===== src/rtl/uart_cmd_sequencer.sv =====
`default_nettype none
// ============================================================================
// Module   : uart_cmd_sequencer
// Brief    : Unloads UART command packets, accesses the config regfile and
//            returns a response packet, one command in flight at a time.
// Revision : 1.0
// ============================================================================
module uart_cmd_sequencer #(
   parameter int NUMREGS = 64
) (
   input  logic        clk,
   input  logic        reset_n,
   input  logic [17:0] rx_data,
   input  logic        rx_empty,
   output logic        uld_rx_data,
   output logic [17:0] tx_data,
   output logic        ld_tx_data,
   input  logic        tx_busy,
   output logic [7:0]  reg_addr,
   output logic [7:0]  reg_wdata,
   output logic        reg_we,
   input  logic [7:0]  reg_rdata,
   output logic [7:0]  parity_err_cnt,
   output logic [7:0]  addr_err_cnt,
   output logic        busy
);

   typedef enum logic [2:0] {
      ST_IDLE    = 3'd0,
      ST_UNLOAD  = 3'd1,
      ST_CAPTURE = 3'd2,
      ST_EXEC    = 3'd3,
      ST_TX_WAIT = 3'd4,
      ST_TX_LOAD = 3'd5
   } state_t;

   localparam logic [8:0] C_NUMREGS = 9'(NUMREGS);

   state_t      r_state;
   logic [17:0] r_cmd;
   logic        r_uld;
   logic        r_ld;
   logic        r_reg_we;
   logic [7:0]  r_reg_addr;
   logic [7:0]  r_reg_wdata;
   logic [17:0] r_tx_data;
   logic [7:0]  r_perr_cnt;
   logic [7:0]  r_aerr_cnt;
   logic        r_busy;

   logic        w_rx_par_ok;
   logic [7:0]  w_rx_addr;
   logic        w_rx_in_range;
   logic        w_cmd_par_ok;
   logic [7:0]  w_cmd_addr;
   logic        w_cmd_in_range;
   logic        w_cmd_wrb;
   logic [7:0]  w_rsp_data;
   logic [16:0] w_rsp_body;
   logic [17:0] w_rsp;

   // Odd parity: a good packet has an odd number of ones across all 18 bits.
   assign w_rx_par_ok    = ^rx_data;
   assign w_rx_addr      = rx_data[16:9];
   assign w_rx_in_range  = ({1'b0, w_rx_addr} < C_NUMREGS);

   assign w_cmd_par_ok   = ^r_cmd;
   assign w_cmd_addr     = r_cmd[16:9];
   assign w_cmd_in_range = ({1'b0, w_cmd_addr} < C_NUMREGS);
   assign w_cmd_wrb      = r_cmd[0];

   assign w_rsp_data = !w_cmd_wrb      ? r_cmd[8:1] :
                       w_cmd_in_range ? reg_rdata  : 8'h00;
   assign w_rsp_body = {w_cmd_addr, w_rsp_data, w_cmd_wrb};
   assign w_rsp      = {~^w_rsp_body, w_rsp_body};

   always_ff @(posedge clk or negedge reset_n) begin
      if (!reset_n) begin
         r_state     <= ST_IDLE;
         r_cmd       <= 18'h0;
         r_uld       <= 1'b0;
         r_ld        <= 1'b0;
         r_reg_we    <= 1'b0;
         r_reg_addr  <= 8'h00;
         r_reg_wdata <= 8'h00;
         r_tx_data   <= 18'h0;
         r_perr_cnt  <= 8'h00;
         r_aerr_cnt  <= 8'h00;
         r_busy      <= 1'b0;
      end else begin
         r_uld    <= 1'b0;
         r_reg_we <= 1'b0;
         case (r_state)
            ST_IDLE: begin
               if (!rx_empty) begin
                  r_state <= ST_UNLOAD;
                  r_uld   <= 1'b1;
                  r_busy  <= 1'b1;
               end
            end
            ST_UNLOAD: begin
               r_state <= ST_CAPTURE;
            end
            ST_CAPTURE: begin
               // Regfile strobe is prepared from the raw packet so it lands in EXEC.
               r_cmd   <= rx_data;
               r_state <= ST_EXEC;
               if (w_rx_par_ok) begin
                  r_reg_addr <= w_rx_addr;
                  if (!rx_data[0]) begin
                     r_reg_wdata <= rx_data[8:1];
                     r_reg_we    <= w_rx_in_range;
                  end
               end
            end
            ST_EXEC: begin
               if (!w_cmd_par_ok) begin
                  if (r_perr_cnt != 8'hFF) r_perr_cnt <= r_perr_cnt + 8'd1;
                  r_state <= ST_IDLE;
                  r_busy  <= 1'b0;
               end else begin
                  if (!w_cmd_in_range && (r_aerr_cnt != 8'hFF))
                     r_aerr_cnt <= r_aerr_cnt + 8'd1;
                  r_tx_data <= w_rsp;
                  r_state   <= ST_TX_WAIT;
               end
            end
            ST_TX_WAIT: begin
               if (!tx_busy) begin
                  r_state <= ST_TX_LOAD;
                  r_ld    <= 1'b1;
               end
            end
            ST_TX_LOAD: begin
               if (tx_busy) begin
                  r_ld    <= 1'b0;
                  r_state <= ST_IDLE;
                  r_busy  <= 1'b0;
               end
            end
            default: begin
               r_state <= ST_IDLE;
               r_ld    <= 1'b0;
               r_busy  <= 1'b0;
            end
         endcase
      end
   end

   assign uld_rx_data    = r_uld;
   assign tx_data        = r_tx_data;
   assign ld_tx_data     = r_ld;
   assign reg_addr       = r_reg_addr;
   assign reg_wdata      = r_reg_wdata;
   assign reg_we         = r_reg_we;
   assign parity_err_cnt = r_perr_cnt;
   assign addr_err_cnt   = r_aerr_cnt;
   assign busy           = r_busy;

endmodule
`default_nettype wire


===== config.mk =====
export PLATFORM = sky130hd
export DESIGN_NAME = uart_cmd_sequencer
export DESIGN_NICKNAME = d
export VERILOG_FILES = /design/src/rtl/uart_cmd_sequencer.sv
export SDC_FILE = /design/constraint.sdc
export NUM_CORES = 1
export LEC_CHECK = 0
export CORE_MARGIN = 5
export CORE_UTILIZATION = 40
export CTS_CLUSTER_SIZE = 24
export DETAILED_ROUTE_END_ITERATION = 8
export DONT_BUFFER_PORTS = 1
export HOLD_SLACK_MARGIN = 0.12
export PLACE_DENSITY = 0.61
export RECOVER_POWER = 25
export SYNTH_ARGS = -nofsm -noshare
export SYNTH_HDL_FRONTEND = slang
export SYNTH_SLANG_ARGS = --single-unit

===== constraint.sdc =====
create_clock -name clk -period 2.63 [get_ports clk]
set_clock_uncertainty 0.15 [all_clocks]
set_input_delay 0.263 -clock clk [delete_from_list [all_inputs] [get_ports clk]]
set_output_delay 0.263 -clock clk [all_outputs]
set_load 0.02 [all_outputs]

==> results of run 1 <==
-- tightest hold or removal path: cells and delay by family --
kind,cells,cell delay [ns]
XOR/XNOR,2,0.21
AND/OR/NAND/NOR,1,0.13
multiplexers,1,0.13
AO/OA/AOI/OAI,1,0.08
-- cells by family (layout without fill, tap and decap cells) --
logic type | count (synthesis) | after routing | share of synthesized area
multiplexers | 46 | 46 | 0.145
buffers and inverters | 22 | 69 | 0.0283
XOR/XNOR | 54 | 54 | 0.140
adder cells (fa/ha/maj) | 2 | 2 | 0.00700
AND/OR/NAND/NOR | 63 | 63 | 0.103
flip-flops | 75 | 75 | 0.525
AO/OA/AOI/OAI | 32 | 32 | 0.0518
-- routing by layer --
layer  vias up  wire length (um)  part of all wire
li1       1092                 -                 -
met1      1122              3530              0.44
met2        58              3680              0.46
met3         8               662             0.083
met4         0                86             0.011
met5         -                 0                 0
-- Yosys cell counts, types with 4 or more instances --
| cell | instances |
|---|---|
| clkbuf_1 | 5 |
| nand2_1 | 19 |
| nor2_1 | 6 |
| nand3_1 | 7 |
| mux2_2 | 46 |
| xnor2_1 | 38 |
| and3_1 | 4 |
| dfrtp_1 | 75 |
| a21oi_1 | 7 |
| xor2_1 | 14 |
| o21ai_0 | 16 |
| inv_1 | 11 |
-- placed cells by master (no fill, tap or decap), types with 2 or more instances in the layout --
| master | instances |
|---|---|
| dfrtp_1 | 75 |
| xor2_1 | 14 |
| clkbuf_8 | 12 |
| nand2b_1 | 2 |
| o21ai_0 | 16 |
| nor3_1 | 2 |
| and3_1 | 4 |
| nand4_1 | 3 |
| inv_1 | 11 |
| nor2_1 | 6 |
| a211oi_1 | 2 |
| nor3_2 | 3 |
| xnor2_1 | 37 |
| nor2b_1 | 3 |
| nand3_1 | 7 |
| nor3b_1 | 2 |
| ha_1 | 2 |
| o22a_1 | 2 |
| and2_1 | 3 |
| mux2_2 | 46 |
| dlygate4sd3_1 | 30 |
| nand2_1 | 19 |
| buf_4 | 11 |
| a21oi_1 | 7 |
-- through the flow --
stage	area, um2	hold WS, ns
floorplan	3570	-0.183
global placement	3740	-0.180
detailed placement	3740	-0.181
CTS	4280	0.309
global route	4260	0.379
finish	4260	0.351
-- cell type report --
type / instances / area, um2
clock inverter: 3 / 43.8
fill: 766 / 4460
inverter: 11 / 41.3
multi-input combinational: 197 / 1610
tap: 108 / 135
clock buffer: 13 / 169
timing repair buffer: 42 / 388
sequential: 75 / 1880
-- timing repair --
item | CTS | global route
hold buffers | 31 | 0
setup endpoints to repair | 0 | 1
endpoints found under the hold margin | 123 | 0
gates resized for setup | 0 | 1
-- flip-flops by register name, summed over array words and instances (netlist names) --
name / flops
tx_data: 18
uld_rx_data: 1
r_state: 3
reg_wdata: 8
addr_err_cnt: 8
reg_we: 1
busy: 1
parity_err_cnt: 8
r_cmd: 18
ld_tx_data: 1
reg_addr: 8
-- how the worst max path moves through the flow --
stage,from,end,slack [ns],cells past startpoint
after floorplan,r_state[2]$_DFFE_PN0P_,reg_wdata[0]$_DFFE_PN0P_,0.31,4
after global placement,r_cmd[9]$_DFFE_PN0P_,addr_err_cnt[1]$_DFFE_PN0P_,0.22,7
after detailed placement,r_cmd[9]$_DFFE_PN0P_,addr_err_cnt[1]$_DFFE_PN0P_,0.16,7
after CTS,r_cmd[9]$_DFFE_PN0P_,addr_err_cnt[1]$_DFFE_PN0P_,0.14,7
after global routing,r_cmd[1]$_DFFE_PN0P_,addr_err_cnt[1]$_DFFE_PN0P_,0.02,7
final,r_cmd[9]$_DFFE_PN0P_,addr_err_cnt[1]$_DFFE_PN0P_,0.18,7
==> results.sh, run 1 <==
export IMPL_grt_use_met2=0.232
export IMPL_finish_utilization=0.489
export IMPL_setup_viol=0
export IMPL_hold_path_end="tx_data[17]$_DFFE_PN0P_"
export IMPL_tns_ns=0
export IMPL_r2r_start="r_cmd[9]$_DFFE_PN0P_"
export IMPL_fmax_ghz=0.408
export IMPL_tightest_slew_ns=1.66
export IMPL_clock_root_buffer="clkbuf_8"
export IMPL_syn_cell_area_um2=3570
export IMPL_violations="max-capacitance violations, max-slew violations"
export IMPL_hold_depth=5
export IMPL_maxSlewViolCount=76
export IMPL_dieArea_um2=10900
export IMPL_r2r_setup_slack_ns=0.18
export IMPL_stdcell_count=449
export IMPL_slew_limit_headroom=-0.106
export IMPL_grt_ovfl_total=0
export IMPL_finalHoldViolations=0
export IMPL_antenna_found_initial=0
export IMPL_clk_latency_ns=0.35
export IMPL_cp_max_fo=12
export IMPL_top_usage_layer="met2"
export IMPL_drive_above_1_share=0.249
export IMPL_holdCritStartpoint="reg_rdata[4]"
export IMPL_io_pins=84
export IMPL_netlist_top_cells_area="dfrtp_1, mux2_2, xnor2_1"
export IMPL_yosysTopAreaCellShare=0.525
export IMPL_grt_max_degree=76
export IMPL_dp_cells=402
export IMPL_num_rows=34
export IMPL_synth_edf_count=0
export IMPL_die_y_um=105
export IMPL_cts_buffers=9
export IMPL_clkSinkCount=75
export IMPL_dpl_hpwl_um=5420
export IMPL_cp_top_family="XOR/XNOR gates"
export IMPL_drc=0
export IMPL_setup_slack_ns=0.176
export IMPL_synthArstFlopShare=1.00
export IMPL_layout_nets=368
export IMPL_start_util=0.410
export IMPL_slowest_delay_ns=0.48
export IMPL_path_cells="xnor2_1 > xnor2_1 > xnor2_1 > xnor3_2 > buf_4 > nor2_1 > mux2_2"
export IMPL_grt_pass1_wl_um=13500
export IMPL_clock_path_buffers=2
export IMPL_dr_pass1_iters=4
export IMPL_first_iter_violations=69
export IMPL_drt_wirelength_per_cell_um=17.7
export IMPL_wl_um=7960
export IMPL_critPathKind="reg2reg"
export IMPL_maxCapViolations=1
export IMPL_vias=2280
export IMPL_crit_path_end_kind="flip-flop"
export IMPL_area_delta_synth_final_pct=19.3
export IMPL_cts_setup_buffers=0
export IMPL_critical_path_slowest_cell="xnor3_2"
export IMPL_grt_pass1_vias=2432
export IMPL_synth_cells=294
export IMPL_syn_nets=326
export IMPL_ys_seq_area_frac=0.525
export IMPL_place_ws_ns=0.159
export IMPL_synth_ff_type="dfrtp_1"
export IMPL_r2r_end="addr_err_cnt[1]$_DFFE_PN0P_"
export IMPL_grtUsageTotal=0.156
export IMPL_rsz0062_at_grt="false"
export IMPL_finalWeightedCongestion=0.775
export IMPL_cp_num_buf_inv=1
export IMPL_diodes=0
export IMPL_detail_route_vias_per_cell=5.08
export IMPL_synth_warnings=0
export IMPL_period_needed_ns=2.45
export IMPL_status="complete, but fails checks"
export IMPL_min_path_type="in2reg"
export IMPL_io_buffers=0
export IMPL_synth_distinct_cells=42
export IMPL_use_met1=0.206
export IMPL_drtAntennaViolNets=0
export IMPL_required_ns=2.72
export IMPL_crit_top_cell="xnor2_1"
export IMPL_start_kind="flip-flop"
export IMPL_reg2reg_depth=7
export IMPL_synth_area_leader_cell="dfrtp_1"
export IMPL_clk_pin_slew_ns=0.08
export IMPL_dieWidth_um=105
export IMPL_tritoncts="built"
export IMPL_min_period_over_period=0.933
export IMPL_ys_ff_latch=75
export IMPL_avgSynthCellArea_um2=12.2
export IMPL_arrival_ns=2.54
export IMPL_ctsHtreeMaxLevel=3
export IMPL_use_met3=0.0697
export IMPL_core_area_um2=8720
Power of run 1 is left out: the tool's default activity adds up to more than one toggle a clock period on the data nets, which glitch-free logic cannot reach.
==> run 2: changes to the inputs <==
Settings changed: RECOVER_POWER 25 to 100.
==> results.sh, run 2 (synthesized netlist as in run 1, its figures left out) <==
export IMPL_io_buffers=0
export IMPL_drc=0
export IMPL_multi_input_area_um2=1590
export IMPL_slew_limit_headroom=-0.100
export IMPL_r2r_end="addr_err_cnt[1]$_DFFE_PN0P_"
export IMPL_wl_um=7970
export IMPL_maxSlewViolCount=76
export IMPL_n_fill_cell=773
export IMPL_detail_route_vias_per_cell=5.10
export IMPL_clock_root_buffer="clkbuf_8"
export IMPL_clk_pin_slew_ns=0.08
export IMPL_layout_nets=368
export IMPL_tritoncts="built"
export IMPL_tightest_slew_ns=1.65
export IMPL_layout_common_cells="dfrtp_1, mux2_2, xnor2_1"
export IMPL_num_rows=34
export IMPL_grt_ovfl_total=0
export IMPL_status="complete, but fails checks"
export IMPL_io_pins=84
export IMPL_reg2reg_depth=7
export IMPL_cp_depth=7
export IMPL_seq_area_um2=1880
export IMPL_cp_num_buf_inv=1
export IMPL_arrival_ns=2.52
export IMPL_critical_path_slowest_cell="xnor3_2"
export IMPL_dieArea_um2=10900
export IMPL_r2r_start="r_cmd[9]$_DFFE_PN0P_"
export IMPL_cts_setup_buffers=0
export IMPL_rsz0062_at_grt="false"
export IMPL_grt_max_degree=76
export IMPL_crit_top_cell="xnor2_1"
export IMPL_required_ns=2.71
export IMPL_cp_top_family="XOR/XNOR gates"
export IMPL_crit_path_end_kind="flip-flop"
export IMPL_r2r_setup_slack_ns=0.19
export IMPL_die_y_um=105
export IMPL_dpl_hpwl_um=5420
export IMPL_period_needed_ns=2.44
export IMPL_antenna_found_initial=0
export IMPL_top_usage_layer="met2"
export IMPL_maxCapViolations=1
export IMPL_drtAntennaViolNets=0
export IMPL_critPathKind="reg2reg"
export IMPL_grtUsageTotal=0.156
export IMPL_path_cells="xnor2_1 > xnor2_1 > xnor2_1 > xnor3_2 > buf_4 > nor2_1 > mux2_2"
export IMPL_hold_slack_ns=0.353
export IMPL_min_path_type="in2reg"
export IMPL_final_common_cell="dfrtp_1"
export IMPL_finalWeightedCongestion=0.775
export IMPL_crit_path_end="addr_err_cnt[1]$_DFFE_PN0P_"
export IMPL_stdcell_count=449
export IMPL_slowest_delay_ns=0.47
export IMPL_min_period_over_period=0.927
export IMPL_setup_viol=0
export IMPL_clk_latency_ns=0.35
export IMPL_p_leak_nw=1.83
export IMPL_ctsHtreeMaxLevel=3
export IMPL_drive_above_1_share=0.226
export IMPL_dr_pass1_iters=6
export IMPL_power_density_nw_per_um2=1690
export IMPL_first_iter_violations=44
export IMPL_grt_use_met2=0.232
export IMPL_use_met3=0.0697
export IMPL_ir_drop_uv=1050
export IMPL_cp_max_fo=12
export IMPL_diodes=0
export IMPL_tns_ns=0
export IMPL_drt_wirelength_per_cell_um=17.8
export IMPL_startpoint="r_cmd[9]$_DFFE_PN0P_"
export IMPL_clock_path_buffers=2
export IMPL_clkSinkCount=75
export IMPL_finalHoldViolations=0
export IMPL_dp_cells=402
export IMPL_core_area_um2=8720
export IMPL_violations="max-capacitance violations, max-slew violations"
export IMPL_dieWidth_um=105
export IMPL_start_util=0.410
export IMPL_fmax_ghz=0.410
export IMPL_use_met1=0.206
export IMPL_grt_pass1_wl_um=13500
export IMPL_start_kind="flip-flop"
export IMPL_grt_pass1_vias=2432
export IMPL_cts_buffers=9
export IMPL_area_delta_synth_final_pct=18.2
export IMPL_vias=2292
==> run 2: where the power goes <==
group,total [mW],switching (mW),internal (mW)
Combinational,3.68,1.78,1.90
Sequential,2.53,0.855,1.67
Clock,0.945,0.426,0.519
Total,7.15,3.06,4.09
==> run 2: repair_timing <==
| item | 4_1_cts | 5_1_grt |
|---|---|---|
| gates resized for setup | 0 | 1 |
| endpoints found under the hold margin | 123 | 0 |
| setup endpoints to repair | 0 | 1 |
| hold buffers | 31 | 0 |
==> run 2: tightest hold or removal path, stage by stage <==
cell and delay, ns:
xnor2_1 0.06, nor3_1 0.13, a211oi_1 0.08, xnor2_1 0.15, mux2_2 0.13
==> run 2: worst min path at each step <==
stage | cells after the start | slack, ns | to | from
finish | 5 | 0.35 | tx_data[17]$_DFFE_PN0P_ | reg_rdata[4]
global route | 2 | 0.38 | reg_we$_DFF_PN0_ | rx_data[16]
CTS | 2 | 0.31 | reg_wdata[6]$_DFFE_PN0P_ | reset_n
detailed placement | 0 | -0.18 | reg_wdata[6]$_DFFE_PN0P_ | reset_n
global placement | 0 | -0.18 | reg_wdata[3]$_DFFE_PN0P_ | reset_n
floorplan | 0 | -0.18 | addr_err_cnt[0]$_DFFE_PN0P_ | reset_n
==> run 2: final cells by class <==
cell class              instances  area share
well taps                     108      0.0320
clock inverters                 3      0.0104
multi-input cells             197       0.375
clock buffers                  13      0.0400
flip-flops and latches         75       0.444
repair buffers                 42      0.0885
inverters                      11     0.00977
==> run 2: layer usage <==
layer / part of all wire / vias to the layer above
met5: 0 / -
met1: 0.45 / 1128
met3: 0.080 / 10
met2: 0.46 / 59
met4: 0.014 / 0
li1: - / 1095
==> run 2: metrics by stage <==
step / area (um2) / power, mW / util / setup WS, ns
2_1_floorplan: 3570 / 5.64 / - / 0.310
3_3_place_gp: 3740 / 6.41 / 0.429 / 0.220
3_5_place_dp: 3740 / 6.47 / 0.429 / 0.159
4_1_cts: 4280 / 7.51 / 0.491 / 0.145
5_1_grt: 4230 / 7.79 / 0.485 / 0.0203
6_report: 4230 / 7.15 / 0.485 / 0.191
No activity file was read; power rests on OpenSTA's default activity.
